File: config.mk
export PLATFORM = sky130hd
export DESIGN_NAME = mp3_ctrl_panel_flat
export DESIGN_NICKNAME = d
export VERILOG_FILES = /design/src/rtl/mp3_ctrl_panel_if.sv /design/src/rtl/mp3_ctrl_panel.sv /design/src/flat_wrapper.sv
export SDC_FILE = /design/constraint.sdc
export NUM_CORES = 1
export LEC_CHECK = 0
export ABC_AREA = 1
export ABC_CLOCK_PERIOD_IN_PS = 1300
export CAP_MARGIN = 15
export CORE_MARGIN = 5
export CORE_UTILIZATION = 30
export CTS_BUF_LIST = sky130_fd_sc_hd__clkbuf_4 sky130_fd_sc_hd__clkbuf_8
export CTS_CLUSTER_SIZE = 40
export DETAILED_ROUTE_END_ITERATION = 7
export PLACE_DENSITY = 0.48
export SETUP_SLACK_MARGIN = 0.1
export SLEW_MARGIN = 20
export SYNTH_ARGS = -nofsm -noshare
export SYNTH_HDL_FRONTEND = slang
export SYNTH_SLANG_ARGS = --single-unit
File: constraint.sdc
create_clock -name clk -period 1.3 [get_ports clk]
set_input_delay 0.325 -clock clk [delete_from_list [all_inputs] [get_ports clk]]
set_output_delay 0.325 -clock clk [all_outputs]
set_load 0.005 [all_outputs]
File: src/rtl/mp3_ctrl_panel_if.sv
// Front-panel interface of the VS1003 control block: raw buttons and the player
// finish level in, and the registered player-control words out.
interface mp3_ctrl_panel_if;
  logic        i_btn_next;
  logic        i_btn_prev;
  logic        i_btn_pause;
  logic        i_btn_vol_up;
  logic        i_btn_vol_down;
  logic        i_btn_effect;
  logic        i_finish_song;
  logic [2:0]  o_song_select;
  logic        o_pause;
  logic [15:0] o_vol;
  logic [15:0] o_effect;
  logic [3:0]  o_vol_level;

  modport master (
    output i_btn_next, i_btn_prev, i_btn_pause, i_btn_vol_up, i_btn_vol_down,
           i_btn_effect, i_finish_song,
    input  o_song_select, o_pause, o_vol, o_effect, o_vol_level
  );

  modport slave (
    input  i_btn_next, i_btn_prev, i_btn_pause, i_btn_vol_up, i_btn_vol_down,
           i_btn_effect, i_finish_song,
    output o_song_select, o_pause, o_vol, o_effect, o_vol_level
  );
endinterface

File: src/rtl/mp3_ctrl_panel.sv
// Debounces the front-panel buttons and turns presses plus the player's
// end-of-song event into stable song, pause, volume and bass/treble words.
module mp3_ctrl_panel #(
  parameter int         DEBOUNCE_CYCLES = 2000000,
  parameter int         NUM_SONGS       = 4,
  parameter logic [7:0] VOL_STEP        = 8'h10,
  parameter logic [7:0] VOL_INIT        = 8'h40,
  parameter logic [7:0] VOL_MAX_ATT     = 8'hFE
) (
  input logic             clk,
  input logic             rst_n,
  mp3_ctrl_panel_if.slave bus
);

  localparam int              CW        = (DEBOUNCE_CYCLES > 1) ? $clog2(DEBOUNCE_CYCLES) : 1;
  localparam logic [CW-1:0]   CNT_LAST  = CW'(DEBOUNCE_CYCLES - 1);
  localparam logic [2:0]      SONG_LAST = 3'(NUM_SONGS - 1);

  // Button order: 0 next, 1 prev, 2 pause, 3 vol_up, 4 vol_down, 5 effect.
  logic [5:0]    btn_raw;
  logic [5:0]    sync1, sync2, stable, stable_q;
  logic [CW-1:0] cnt [6];
  logic [5:0]    press;

  logic          fin_s1, fin_s2, fin_q;
  logic          finish_edge;

  logic [2:0]    song_q, song_d;
  logic          pause_q, pause_d;
  logic [7:0]    att_q, att_d;
  logic [1:0]    eidx_q, eidx_d;
  logic [15:0]   effect_q, effect_d;

  logic          adv, back;

  assign btn_raw = {bus.i_btn_effect, bus.i_btn_vol_down, bus.i_btn_vol_up,
                    bus.i_btn_pause, bus.i_btn_prev, bus.i_btn_next};

  // NOTE: sequential state uses <= so every flop samples pre-edge values; the
  // synchronizer chain only works because sync2 sees the old sync1.
  always_ff @(posedge clk or negedge rst_n) begin
    if (!rst_n) begin
      sync1    <= '0;
      sync2    <= '0;
      stable   <= '0;
      stable_q <= '0;
      for (int i = 0; i < 6; i++) cnt[i] <= '0;
    end else begin
      sync1    <= btn_raw;
      sync2    <= sync1;
      stable_q <= stable;
      for (int i = 0; i < 6; i++) begin
        if (sync2[i] == stable[i]) begin
          cnt[i] <= '0;
        end else if (cnt[i] == CNT_LAST) begin
          stable[i] <= sync2[i];
          cnt[i]    <= '0;
        end else begin
          cnt[i] <= cnt[i] + 1'b1;
        end
      end
    end
  end

  assign press = stable & ~stable_q;

  // The player's finish level is already clean, so only synchronize and edge-detect.
  always_ff @(posedge clk or negedge rst_n) begin
    if (!rst_n) begin
      fin_s1 <= 1'b0;
      fin_s2 <= 1'b0;
      fin_q  <= 1'b0;
    end else begin
      fin_s1 <= bus.i_finish_song;
      fin_s2 <= fin_s1;
      fin_q  <= fin_s2;
    end
  end

  assign finish_edge = fin_s2 & ~fin_q;
  assign adv         = press[0] | finish_edge;
  assign back        = press[1];

  // NOTE: every variable gets its hold value first so no path leaves it
  // unassigned, which keeps this block free of inferred latches.
  always_comb begin
    song_d   = song_q;
    pause_d  = pause_q;
    att_d    = att_q;
    eidx_d   = eidx_q;
    effect_d = effect_q;

    if (adv && !back)
      song_d = (song_q == SONG_LAST) ? 3'd0 : song_q + 3'd1;
    else if (back && !adv)
      song_d = (song_q == 3'd0) ? SONG_LAST : song_q - 3'd1;

    // A song change always resumes playback and wins over a same-cycle pause press.
    if (adv != back)
      pause_d = 1'b0;
    else if (press[2])
      pause_d = ~pause_q;

    if (press[3] && !press[4])
      att_d = (att_q < VOL_STEP) ? 8'h00 : att_q - VOL_STEP;
    else if (press[4] && !press[3])
      att_d = (att_q > VOL_MAX_ATT - VOL_STEP) ? VOL_MAX_ATT : att_q + VOL_STEP;

    if (press[5]) begin
      eidx_d = eidx_q + 2'd1;
      unique case (eidx_d)
        2'd0: effect_d = 16'h0000;
        2'd1: effect_d = 16'h00F6;
        2'd2: effect_d = 16'h7A00;
        2'd3: effect_d = 16'h7AF6;
      endcase
    end
  end

  always_ff @(posedge clk or negedge rst_n) begin
    if (!rst_n) begin
      song_q   <= 3'd0;
      pause_q  <= 1'b0;
      att_q    <= VOL_INIT;
      eidx_q   <= 2'd0;
      effect_q <= 16'h0000;
    end else begin
      song_q   <= song_d;
      pause_q  <= pause_d;
      att_q    <= att_d;
      eidx_q   <= eidx_d;
      effect_q <= effect_d;
    end
  end

  assign bus.o_song_select = song_q;
  assign bus.o_pause       = pause_q;
  assign bus.o_vol         = {att_q, att_q};
  assign bus.o_vol_level   = att_q[7:4];
  assign bus.o_effect      = effect_q;

endmodule
File: src/flat_wrapper.sv
// flat-port wrapper written by rule: the top's interface ports become plain ports
module mp3_ctrl_panel_flat 
#(
  parameter int         DEBOUNCE_CYCLES = 2000000,
  parameter int         NUM_SONGS       = 4,
  parameter logic [7:0] VOL_STEP        = 8'h10,
  parameter logic [7:0] VOL_INIT        = 8'h40,
  parameter logic [7:0] VOL_MAX_ATT     = 8'hFE
)
  (clk, rst_n, bus_i_btn_next, bus_i_btn_prev, bus_i_btn_pause, bus_i_btn_vol_up, bus_i_btn_vol_down, bus_i_btn_effect, bus_i_finish_song, bus_o_song_select, bus_o_pause, bus_o_vol, bus_o_effect, bus_o_vol_level);
  mp3_ctrl_panel_if bus_i ();
  input logic clk;
  input logic rst_n;
  input wire logic [$bits(bus_i.i_btn_next)-1:0] bus_i_btn_next;
  input wire logic [$bits(bus_i.i_btn_prev)-1:0] bus_i_btn_prev;
  input wire logic [$bits(bus_i.i_btn_pause)-1:0] bus_i_btn_pause;
  input wire logic [$bits(bus_i.i_btn_vol_up)-1:0] bus_i_btn_vol_up;
  input wire logic [$bits(bus_i.i_btn_vol_down)-1:0] bus_i_btn_vol_down;
  input wire logic [$bits(bus_i.i_btn_effect)-1:0] bus_i_btn_effect;
  input wire logic [$bits(bus_i.i_finish_song)-1:0] bus_i_finish_song;
  output wire logic [$bits(bus_i.o_song_select)-1:0] bus_o_song_select;
  output wire logic [$bits(bus_i.o_pause)-1:0] bus_o_pause;
  output wire logic [$bits(bus_i.o_vol)-1:0] bus_o_vol;
  output wire logic [$bits(bus_i.o_effect)-1:0] bus_o_effect;
  output wire logic [$bits(bus_i.o_vol_level)-1:0] bus_o_vol_level;
  assign bus_i.i_btn_next = bus_i_btn_next;
  assign bus_i.i_btn_prev = bus_i_btn_prev;
  assign bus_i.i_btn_pause = bus_i_btn_pause;
  assign bus_i.i_btn_vol_up = bus_i_btn_vol_up;
  assign bus_i.i_btn_vol_down = bus_i_btn_vol_down;
  assign bus_i.i_btn_effect = bus_i_btn_effect;
  assign bus_i.i_finish_song = bus_i_finish_song;
  assign bus_o_song_select = bus_i.o_song_select;
  assign bus_o_pause = bus_i.o_pause;
  assign bus_o_vol = bus_i.o_vol;
  assign bus_o_effect = bus_i.o_effect;
  assign bus_o_vol_level = bus_i.o_vol_level;
  mp3_ctrl_panel #(.DEBOUNCE_CYCLES(DEBOUNCE_CYCLES), .NUM_SONGS(NUM_SONGS), .VOL_STEP(VOL_STEP), .VOL_INIT(VOL_INIT), .VOL_MAX_ATT(VOL_MAX_ATT)) u_core (.clk(clk), .rst_n(rst_n), .bus(bus_i));
endmodule
# Word level (Yosys, flattened, before mapping)
# Index checks and enable logic that the tools add are counted.
# op_classes
addsub	11
magnitude_cmp	2
n_eq_ne	17
n_mux	23
bitwise	12
reduce_logical	19
# op_table
operator	n
$mux W21	12
$add A21 B1 Y21 const B	6
$eq A21 B21 Y1 const B	6
$pmux W16 S4	1
$mux W8	4
$mux W3	4
$reduce_and A2 Y1	6
$add A8 B5 Y8 const B	1
$gt A8 B8 Y1 const B	1
$lt A8 B5 Y1 const B	1
$not A1 Y1	8
$sub A8 B5 Y8 const B	1
$and A6 B6 Y6	1
$eq A1 B1 Y1	6
$not A6 Y6	1
$reduce_bool A2 Y1	3
$eq A2 B2 Y1 const B	2
$logic_and A1 B1 Y1	4
$logic_not A1 Y1	4
$add A3 B1 Y3 const B	1
$eq A3 B2 Y1 const B	1
$logic_not A3 Y1	1
$sub A3 B1 Y3 const B	1
$add A2 B1 Y2 const B	1
other kinds (6)	7
# totals
reg_bits	183
inputBits	9
output_inout_bits	40
elab_cells	107

# Logic depth before layout (Yosys ltp)
# Gate-level depths: netlist of run 1.
# depth
word_depth	7
depth_mapped	10
depth_no_buf	10

# Least setup slack after synthesis of run 1
# No wires, ideal clock.
# synth_path
kind	register to register
from	reg u_core.cnt[0] (netlist bit)
to	reg u_core.cnt[18] (netlist bit)
setup_ns	0.119
arrival_time_ns	1.196
t_required_ns	1.181
slack_ns	-0.015
path_stages_with_launch	11
path_buffers	0
synth_period_minus_slack_ns	1.315
cell_sequence	dfrtp_1 -> ha_1 -> nand2_1 -> inv_1 -> nand2_1 -> nor2_2 -> nand3_2 -> nand2_4 -> inv_2 -> nand2_1 -> nor2_1
# synth_between
elab_chain_len	3
word_cells_on_any_way	4
classes_between	add/sub (1); eq/ne (1); mux (2)
# synth_lines
item	line_no	source
from (decl)	mp3_ctrl_panel.sv:22	logic [CW-1:0] cnt [6];
from (signal, indexed assignment)	mp3_ctrl_panel.sv:59	cnt[i] <= cnt[i] + 1'b1;
$add A21 B1 Y21 or $eq A21 B21 Y1 (tied branches)	mp3_ctrl_panel.sv:59, mp3_ctrl_panel.sv:55	
$mux W21 *	mp3_ctrl_panel.sv:55	end else if (cnt[i] == CNT_LAST) begin
$mux W21 *	mp3_ctrl_panel.sv:53	if (sync2[i] == stable[i]) begin
# Mark *: on every way between the ends. The rest lies on a longest branch, timed or not.
# A chain may end at the register's enable or synchronous reset.

# Worst setup path in the final report of run 1
# layout_path
from	reg u_core.att_q[6]
to	out bus_o_vol[6]
# layout_lines
item	line_no	source
from (decl)	mp3_ctrl_panel.sv:30	logic [7:0] att_q, att_d;
from (signal assigned)	mp3_ctrl_panel.sv:130	att_q <= att_d;
to (decl)	flat_wrapper.sv:23	output wire logic [$bits(bus_i.o_vol)-1:0] bus_o_vol;
# No word-level cell between the ends.

==> impl_summary.log, run 1 <==
[metrics] wire length of the first global-routing pass: 35100 um
[metrics] core area: 29500 um2
[metrics] # placed instances: 1663
[metrics] worst reg2reg path depth: 11
[metrics] detailed-routing iteration count for the pre-antenna-repair pass: 4
[metrics] routability congestion estimate from global placement: 0.819
[metrics] count of boundary I/O pins: 49
[metrics] CTS clock-pin slew for the worst setup and hold paths: 0.09 ns
[metrics] cell count after synthesis: 1124
[metrics] setup slack of the most critical reg-to-reg path: -0.18 ns
[metrics] pin count of the biggest net entering global routing: 36
[metrics] count of non-filler cells in the finished layout: 1753
[metrics] critical path peak fanout: 3
[metrics] final clock skew: 0.0185 ns
[metrics] post-route clock period utilization: 1.16
[metrics] run status: finished with violations
[metrics] initial core utilization: 0.302
[metrics] Routed Wire Length: 21000 um
[metrics] worst hold slack: 0.310 ns
[metrics] share of synthesized flip-flops with an asynchronous set or reset: 1.00
[metrics] filler cell count in the final layout: 2899
[metrics] post-route cell area: 13000 um2
[metrics] depth of the worst hold-timing path: 1
[metrics] final worst setup slack: -0.209 ns
[metrics] final core occ: 0.442
[metrics] total power divided by cell area: 789 nW/um2
[metrics] total of flip-flops plus latches after synthesis: 165
[metrics] Via-to-Cell Ratio: 4.28
[metrics] launch instance of the worst min-delay path: bus_i_btn_effect
[metrics] area of combinational cells with multiple inputs: 5250 um2
[metrics] maximum level of the CTS H-tree: 4
[metrics] Area Overhead vs Synth: 46.4%
[metrics] post-route ant nets: 0
[metrics] y dimension of the die: 182 um
[metrics] unrepaired setup endpoints after global routing: true
[metrics] routed wirelength normalized by instance count: 12.0 um
[metrics] violations in the final reports: setup timing
[metrics] VDD IR-drop max: 0.000659 V
[metrics] gr ovfl total: 0
[metrics] max cap viols: 0
[metrics] number of global-route vias before repair: 7520
[metrics] Synth Cell Area: 8900 um2
[metrics] predominant post-synthesis flop cell: sky130_fd_sc_hd__dfrtp_1
[metrics] overall die area: 33200 um2
[metrics] fmax: 0.663 GHz
[metrics] synthesized area per cell: 7.91 um2
[metrics] hold violation total from the final report: 0
[metrics] Final HPWL DP: 14500 um
[metrics] via count: 7500
[metrics] count of endpoints failing setup in the final report: 129
[metrics] clock root cell: sky130_fd_sc_hd__clkbuf_8
[metrics] count of flip-flops with a built-in enable after synthesis: 0
[metrics] Leak Pwr: 5.94 nW
[metrics] clock tree from TritonCTS: yes
[metrics] total inserted antenna cells: 0
[metrics] die width: 182 um
[metrics] Min-Delay Endpoint: u_core.sync1[5]
[metrics] post-synthesis sequential area ratio: 0.464
[metrics] number of core rows: 63
[metrics] max-slew violation count: 0
[metrics] 1st-iter DRT viols: 260
[metrics] startpoint of the most critical register-to-register path: u_core.att_q[6]
[metrics] worst r2r dst: u_core.att_q[6]
[metrics] Longest Clk Path Bufs: 2
[metrics] port bufs: 41
[metrics] post-synthesis cell type with the largest combined area: sky130_fd_sc_hd__dfrtp_1
[metrics] kind of end point of the critical path: output pin
[metrics] Clock Sink Count: 165
[metrics] footprint of the flip-flops and latches: 4150 um2
[metrics] DRC violations left: 0
[metrics] number of antenna violations at the first check in global routing: 0
[metrics] cell area reported after detailed placement: 10800 um2
[metrics] TritonCTS Buffers: 17
[metrics] count of synthesis-stage warnings from yosys: 0
[metrics] total track usage: 0.126
[metrics] number of distinct library cell variants in the gate-level netlist after synthesis: 34
[metrics] required time of the critical path: 0.98 ns
[metrics] Final #Nets: 1377
[metrics] synth top area cells: sky130_fd_sc_hd__dfrtp_1, sky130_fd_sc_hd__nor2_1, sky130_fd_sc_hd__nand2_1
[metrics] Clock Latency Late Sink: 0.45 ns
[metrics] layout cell share with drive strength beyond 1: 0.424
[metrics] crit path DAT: 1.18 ns
[metrics] final critical-path required period: 1.51 ns
[metrics] top cell type's share of synthesized area: 0.461
[metrics] kind of start point of the critical path: register
[metrics] critical path class: register to output pin
[metrics] classification of the worst-slack hold path: primary input to register
## state kept, by name, summed over array words and instances (netlist names), 2 cells and up
signal and flops:
u_core.cnt 126, u_core.att_q 5, u_core.bus.o_effect 2, u_core.sync2 6
u_core.stable_q 6, u_core.sync1 6, u_core.bus.o_song_select 3, u_core.stable 6
## routing by layer
metal	track usage	wire [um]	vias up
met4	0.0291	277	0
met2	0.222	10700	53
met5	0	0	-
met3	0.0241	426	15
li1	-	-	3889
met1	0.161	9620	3543
## layout by cell type (no fill, tap or decap), drive strengths merged, types with 2 or more instances in the layout
cell type,synthesis,layout
nor3b,3,3
o21ai,20,20
inv,145,148
clkbuf,1,18
o21a,2,2
xnor2,24,24
ha,17,17
bufinv,0,2
nand4,8,8
nand2,257,257
nand3b,4,4
nor2,287,287
dfrtp,164,164
conb,1,7
nor3,22,22
clkdlybuf4s50,0,7
o22ai,3,3
nand3,71,71
o31ai,2,2
clkinv,0,3
buf,30,225
clkinvlp,0,5
a21oi,18,18
xor2,41,41
## repair_timing
item,4_1_cts,5_1_grt
gates resized for setup,323,210
pin swaps,79,79
setup buffers,37,30
hold endpoints to repair,21,0
hold buffers,1,0
setup endpoints to repair,155,173
## where the power goes
group	switching (W)	internal [W]	leakage, nW
clock	0.00207	0.00175	0.187
combinational	0.000599	0.000533	3.53
sequential	0.0000917	0.00523	2.22
## cell usage after synthesis (all sizes together) (4+ instances only)
master,n
nand4,8
xor2,41
a21oi,18
nand2,257
nand3b,4
o21ai,20
xnor2,24
buf,30
nand3,71
inv,145
nor2,287
nor3,22
ha,17
dfrtp,164
## how the worst max path moves through the flow
stage / start / end / slack, ns / depth (start not counted)
3_5_place_dp: u_core.cnt[43] / u_core.cnt[52] / -0.13 / 8
5_1_grt: u_core.att_q[5] / u_core.att_q[7] / -0.27 / 11
2_1_floorplan: u_core.cnt[42] / u_core.cnt[56] / 0.004 / 8
6_report: u_core.att_q[6] / bus_o_vol[6] / -0.21 / 2
3_3_place_gp: u_core.cnt[64] / u_core.cnt[78] / -0.12 / 10
4_1_cts: u_core.att_q[6] / bus_o_vol[14] / -0.25 / 2
## logic make-up (layout without fill, tap and decap cells)
group | count (synthesis) | count (layout) | synth area share
buf+inv | 176 | 409 | 0.0869
flops | 165 | 165 | 0.464
compound gates | 47 | 47 | 0.0284
xor+xnor | 65 | 65 | 0.0682
fa+ha+maj | 17 | 17 | 0.0239
other cells | 1 | 7 | 0.000422
simple gates | 653 | 653 | 0.328
## final cells by class
type | instances | area share
Clock buffer | 18 | 0.0185
Clock inverter | 13 | 0.0115
Multi-Input combinational cell | 789 | 0.403
Inverter | 145 | 0.0469
Timing Repair Buffer | 233 | 0.164
Sequential cell | 165 | 0.318
Tap cell | 390 | 0.0375
## per-stage QoR
step / total power [W] / TNS (ns) / setup WS (ns)
2_1_floorplan: 0.00575 / 0 / 0.00429
3_3_place_gp: 0.00617 / -4.48 / -0.125
3_5_place_dp: 0.00618 / -5.94 / -0.129
4_1_cts: 0.0102 / -11.34 / -0.246
5_1_grt: 0.0108 / -23.57 / -0.270
6_report: 0.0103 / -12.03 / -0.209
## worst max-delay path: stages, from the launching register on
cell                      delay, ns
sky130_fd_sc_hd__dfstp_2       0.55
sky130_fd_sc_hd__buf_6         0.11
sky130_fd_sc_hd__buf_6         0.09
(Power assumes the default switching activity.)
==> inputs of run 2 (changes only) <==
--- a/config.mk
+++ b/config.mk
@@ -13,8 +13,8 @@
 export CTS_BUF_LIST = sky130_fd_sc_hd__clkbuf_4 sky130_fd_sc_hd__clkbuf_8
 export CTS_CLUSTER_SIZE = 40
 export DETAILED_ROUTE_END_ITERATION = 7
+export MAX_ROUTING_LAYER = met4
 export PLACE_DENSITY = 0.48
-export SETUP_SLACK_MARGIN = 0.1
 export SLEW_MARGIN = 20
 export SYNTH_ARGS = -nofsm -noshare
 export SYNTH_HDL_FRONTEND = slang
==> impl_summary.log, run 2 (synthesized netlist as in run 1, its figures left out) <==
[metrics] VDD IR-drop max: 0.000626 V (was 0.000659 V)
[metrics] Longest Clk Path Bufs: 2 (unchanged)
[metrics] DRC violations left: 0 (unchanged)
[metrics] number of antenna violations at the first check in global routing: 0 (unchanged)
[metrics] final worst setup slack: -0.221 ns (was -0.209 ns)
[metrics] hold violation total from the final report: 0 (unchanged)
[metrics] internal power consumption: 0.00769 W (was 0.00752 W)
[metrics] # placed instances: 1652 (was 1663)
[metrics] port bufs: 41 (unchanged)
[metrics] delay of the slowest cell on the worst path: 0.55 ns (about the same)
[metrics] commonest cells after routing, fill and taps aside: sky130_fd_sc_hd__nor2_1, sky130_fd_sc_hd__nand2_1, sky130_fd_sc_hd__dfrtp_1, sky130_fd_sc_hd__buf_4, sky130_fd_sc_hd__inv_1 (unchanged)
[metrics] kind of start point of the critical path: register (unchanged)
[metrics] cell area reported after detailed placement: 10600 um2 (was 10800 um2)
[metrics] clock root cell: sky130_fd_sc_hd__clkbuf_8 (unchanged)
[metrics] classification of the worst-slack hold path: primary input to async pin (was primary input to register)
[metrics] total track usage: 0.125 (was 0.126)
[metrics] layout cell share with drive strength beyond 1: 0.396 (was 0.424)
[metrics] final clock skew: 0.0191 ns (was 0.0185 ns)
[metrics] count of endpoints failing setup in the final report: 122 (was 129)
[metrics] sequential cell fraction of total power: 0.509 (was 0.518)
[metrics] cell mode on critical path: sky130_fd_sc_hd__buf_6 (unchanged)
[metrics] reported net switching power: 0.00274 W (was 0.00276 W)
[metrics] y dimension of the die: 182 um (unchanged)
[metrics] Leak Pwr: 5.82 nW (was 5.94 nW)
[metrics] CTS clock-pin slew for the worst setup and hold paths: 0.11 ns (was 0.09 ns)
[metrics] post-route cell area: 12700 um2 (was 13000 um2)
[metrics] Critical Path, Cell by Cell: buf_6 -> buf_6 (unchanged)
[metrics] clock share of power: 0.396 (was 0.372)
[metrics] gr ovfl total: 0 (unchanged)
[metrics] post-route ant nets: 0 (unchanged)
[metrics] TritonCTS Buffers: 17 (unchanged)
[metrics] cell with the biggest individual delay on the critical path: sky130_fd_sc_hd__dfstp_2 (unchanged)
[metrics] max-slew violation count: 0 (unchanged)
[metrics] critical path class: register to output pin (unchanged)
[metrics] routed wirelength normalized by instance count: 11.5 um (was 12.0 um)
[metrics] kind of end point of the critical path: output pin (unchanged)
[metrics] overall die area: 33200 um2 (unchanged)
[metrics] filler cell count in the final layout: 2935 (was 2899)
[metrics] unrepaired setup endpoints after global routing: true (unchanged)
[metrics] number of core rows: 63 (unchanged)
[metrics] Clock Latency Late Sink: 0.46 ns (was 0.45 ns)
[metrics] detailed-routing iteration count for the pre-antenna-repair pass: 4 (unchanged)
[metrics] Biggest register: u_core.cnt (unchanged)
[metrics] 1st-iter DRT viols: 332 (was 260)
[metrics] Routed Wire Length: 20000 um (was 21000 um)
[metrics] Via-to-Cell Ratio: 4.30 (was 4.28)
[metrics] final critical-path required period: 1.52 ns (was 1.51 ns)
[metrics] required time of the critical path: 0.98 ns (about the same)
[metrics] fraction of power consumed by combinational cells: 0.095 (was 0.110)
[metrics] routability congestion estimate from global placement: 0.820 (was 0.819)
[metrics] Final HPWL DP: 13700 um (was 14500 um)
[metrics] violations in the final reports: setup timing (unchanged)
[metrics] Final #Nets: 1363 (was 1377)
[metrics] critical path peak fanout: 3 (unchanged)
[metrics] total inserted antenna cells: 0 (unchanged)
[metrics] core area: 29500 um2 (unchanged)
[metrics] via count: 7477 (was 7500)
[metrics] maximum level of the CTS H-tree: 4 (unchanged)
[metrics] max cap viols: 0 (unchanged)
[metrics] number of global-route vias before repair: 7376 (was 7520)
[metrics] fmax: 0.658 GHz (was 0.663 GHz)
[metrics] cell type group with the largest total delay on the critical path: flip-flops (unchanged)
[metrics] pin count of the biggest net entering global routing: 44 (was 36)
[metrics] Area Overhead vs Synth: 42.6% (was 46.4%)
[metrics] count of boundary I/O pins: 49 (unchanged)
[metrics] crit path DAT: 1.20 ns (was 1.18 ns)
[metrics] clock tree from TritonCTS: yes (unchanged)
[metrics] count of non-filler cells in the finished layout: 1740 (was 1753)
[metrics] share of total power consumed by net switching: 0.262 (was 0.269)
[metrics] run status: finished with violations (unchanged)
[metrics] Buf/Inv on CP: 2 (unchanged)
[metrics] post-route clock period utilization: 1.17 (was 1.16)
[metrics] number of flip-flops under the largest register name: 126 (unchanged)
[metrics] die width: 182 um (unchanged)
[metrics] total power divided by cell area: 822 nW/um2 (was 789 nW/um2)
[metrics] wire length of the first global-routing pass: 34000 um (was 35100 um)
[metrics] Clock Sink Count: 165 (unchanged)
[metrics] initial core utilization: 0.302 (unchanged)
[run 2: power groups by stage]
stage | logic, W | clock network, W | registers, W
5_1_grt | 0.00111 | 0.00450 | 0.00532
3_3_place_gp | 0.000711 | 0 | 0.00541
2_1_floorplan | 0.000315 | 0 | 0.00541
3_5_place_dp | 0.000714 | 0 | 0.00541
4_1_cts | 0.000850 | 0.00429 | 0.00530
6_report | 0.000992 | 0.00413 | 0.00531
[run 2: layer usage]
layer  part of all wire  vias up  global-route usage
met5                  0        -                   -
met4              0.016        0              0.0408
met3              0.029       26              0.0189
met2               0.49       99               0.206
met1               0.47     3500               0.159
li1                   -     3852                   -
[run 2: cell type report]
type                    instances  area (um2)  area share
well taps                     390         488      0.0385
repair buffers                219        1950       0.154
clock inverters                14         183      0.0144
inverters                     145         603      0.0475
clock buffers                  18         248      0.0195
flip-flops and latches        165        4140       0.327
multi-input cells             789        5070       0.399
[run 2: path summary, 6_finish.rpt]
path / slack [ns] / startpoint / cells after the start / endpoint
max: -0.22 / u_core.att_q[6] / 2 / bus_o_vol[14]
max in group asynchronous: 0.49 / rst_n / 3 / u_core.bus.o_effect[7]
min reg2reg: 0.35 / u_core.sync1[4] / 0 / u_core.sync2[4]
min in group clk: 0.29 / bus_i_btn_prev / 1 / u_core.sync1[1]
min: 0.27 / rst_n / 2 / u_core.cnt[54]
max reg2reg: -0.21 / u_core.att_q[5] / 11 / u_core.att_q[6]
[run 2: metrics by stage]
step | total power [W] | setup TNS (ns) | setup WS, ns | utilization | hold slack [ns]
2_1_floorplan | 0.00572 | -0.00308 | -0.00256 | - | 0.0294
3_3_place_gp | 0.00612 | -5.08 | -0.132 | 0.359 | 0.210
3_5_place_dp | 0.00612 | -7.06 | -0.144 | 0.359 | 0.209
4_1_cts | 0.0104 | -10.35 | -0.263 | 0.401 | 0.246
5_1_grt | 0.0109 | -22.35 | -0.308 | 0.430 | 0.264
6_report | 0.0104 | -11.06 | -0.221 | 0.430 | 0.272
[run 2: timing repair]
item,in CTS,in global routing
endpoints found under the setup margin,130,161
gates resized for setup,314,190
buffers inserted,36,27
hold buffers,1,0
endpoints found under the hold margin,68,0
pin swaps,58,58
==> inputs of run 3 (changes only) <==
--- a/config.mk
+++ b/config.mk
@@ -7,7 +7,7 @@
 export LEC_CHECK = 0
 export ABC_AREA = 1
 export ABC_CLOCK_PERIOD_IN_PS = 1300
-export CAP_MARGIN = 15
+export CAP_MARGIN = 30
 export CORE_MARGIN = 5
 export CORE_UTILIZATION = 30
 export CTS_BUF_LIST = sky130_fd_sc_hd__clkbuf_4 sky130_fd_sc_hd__clkbuf_8
==> results of run 3 <==
Final layout, timing and power as in run 2 (identical DEF).
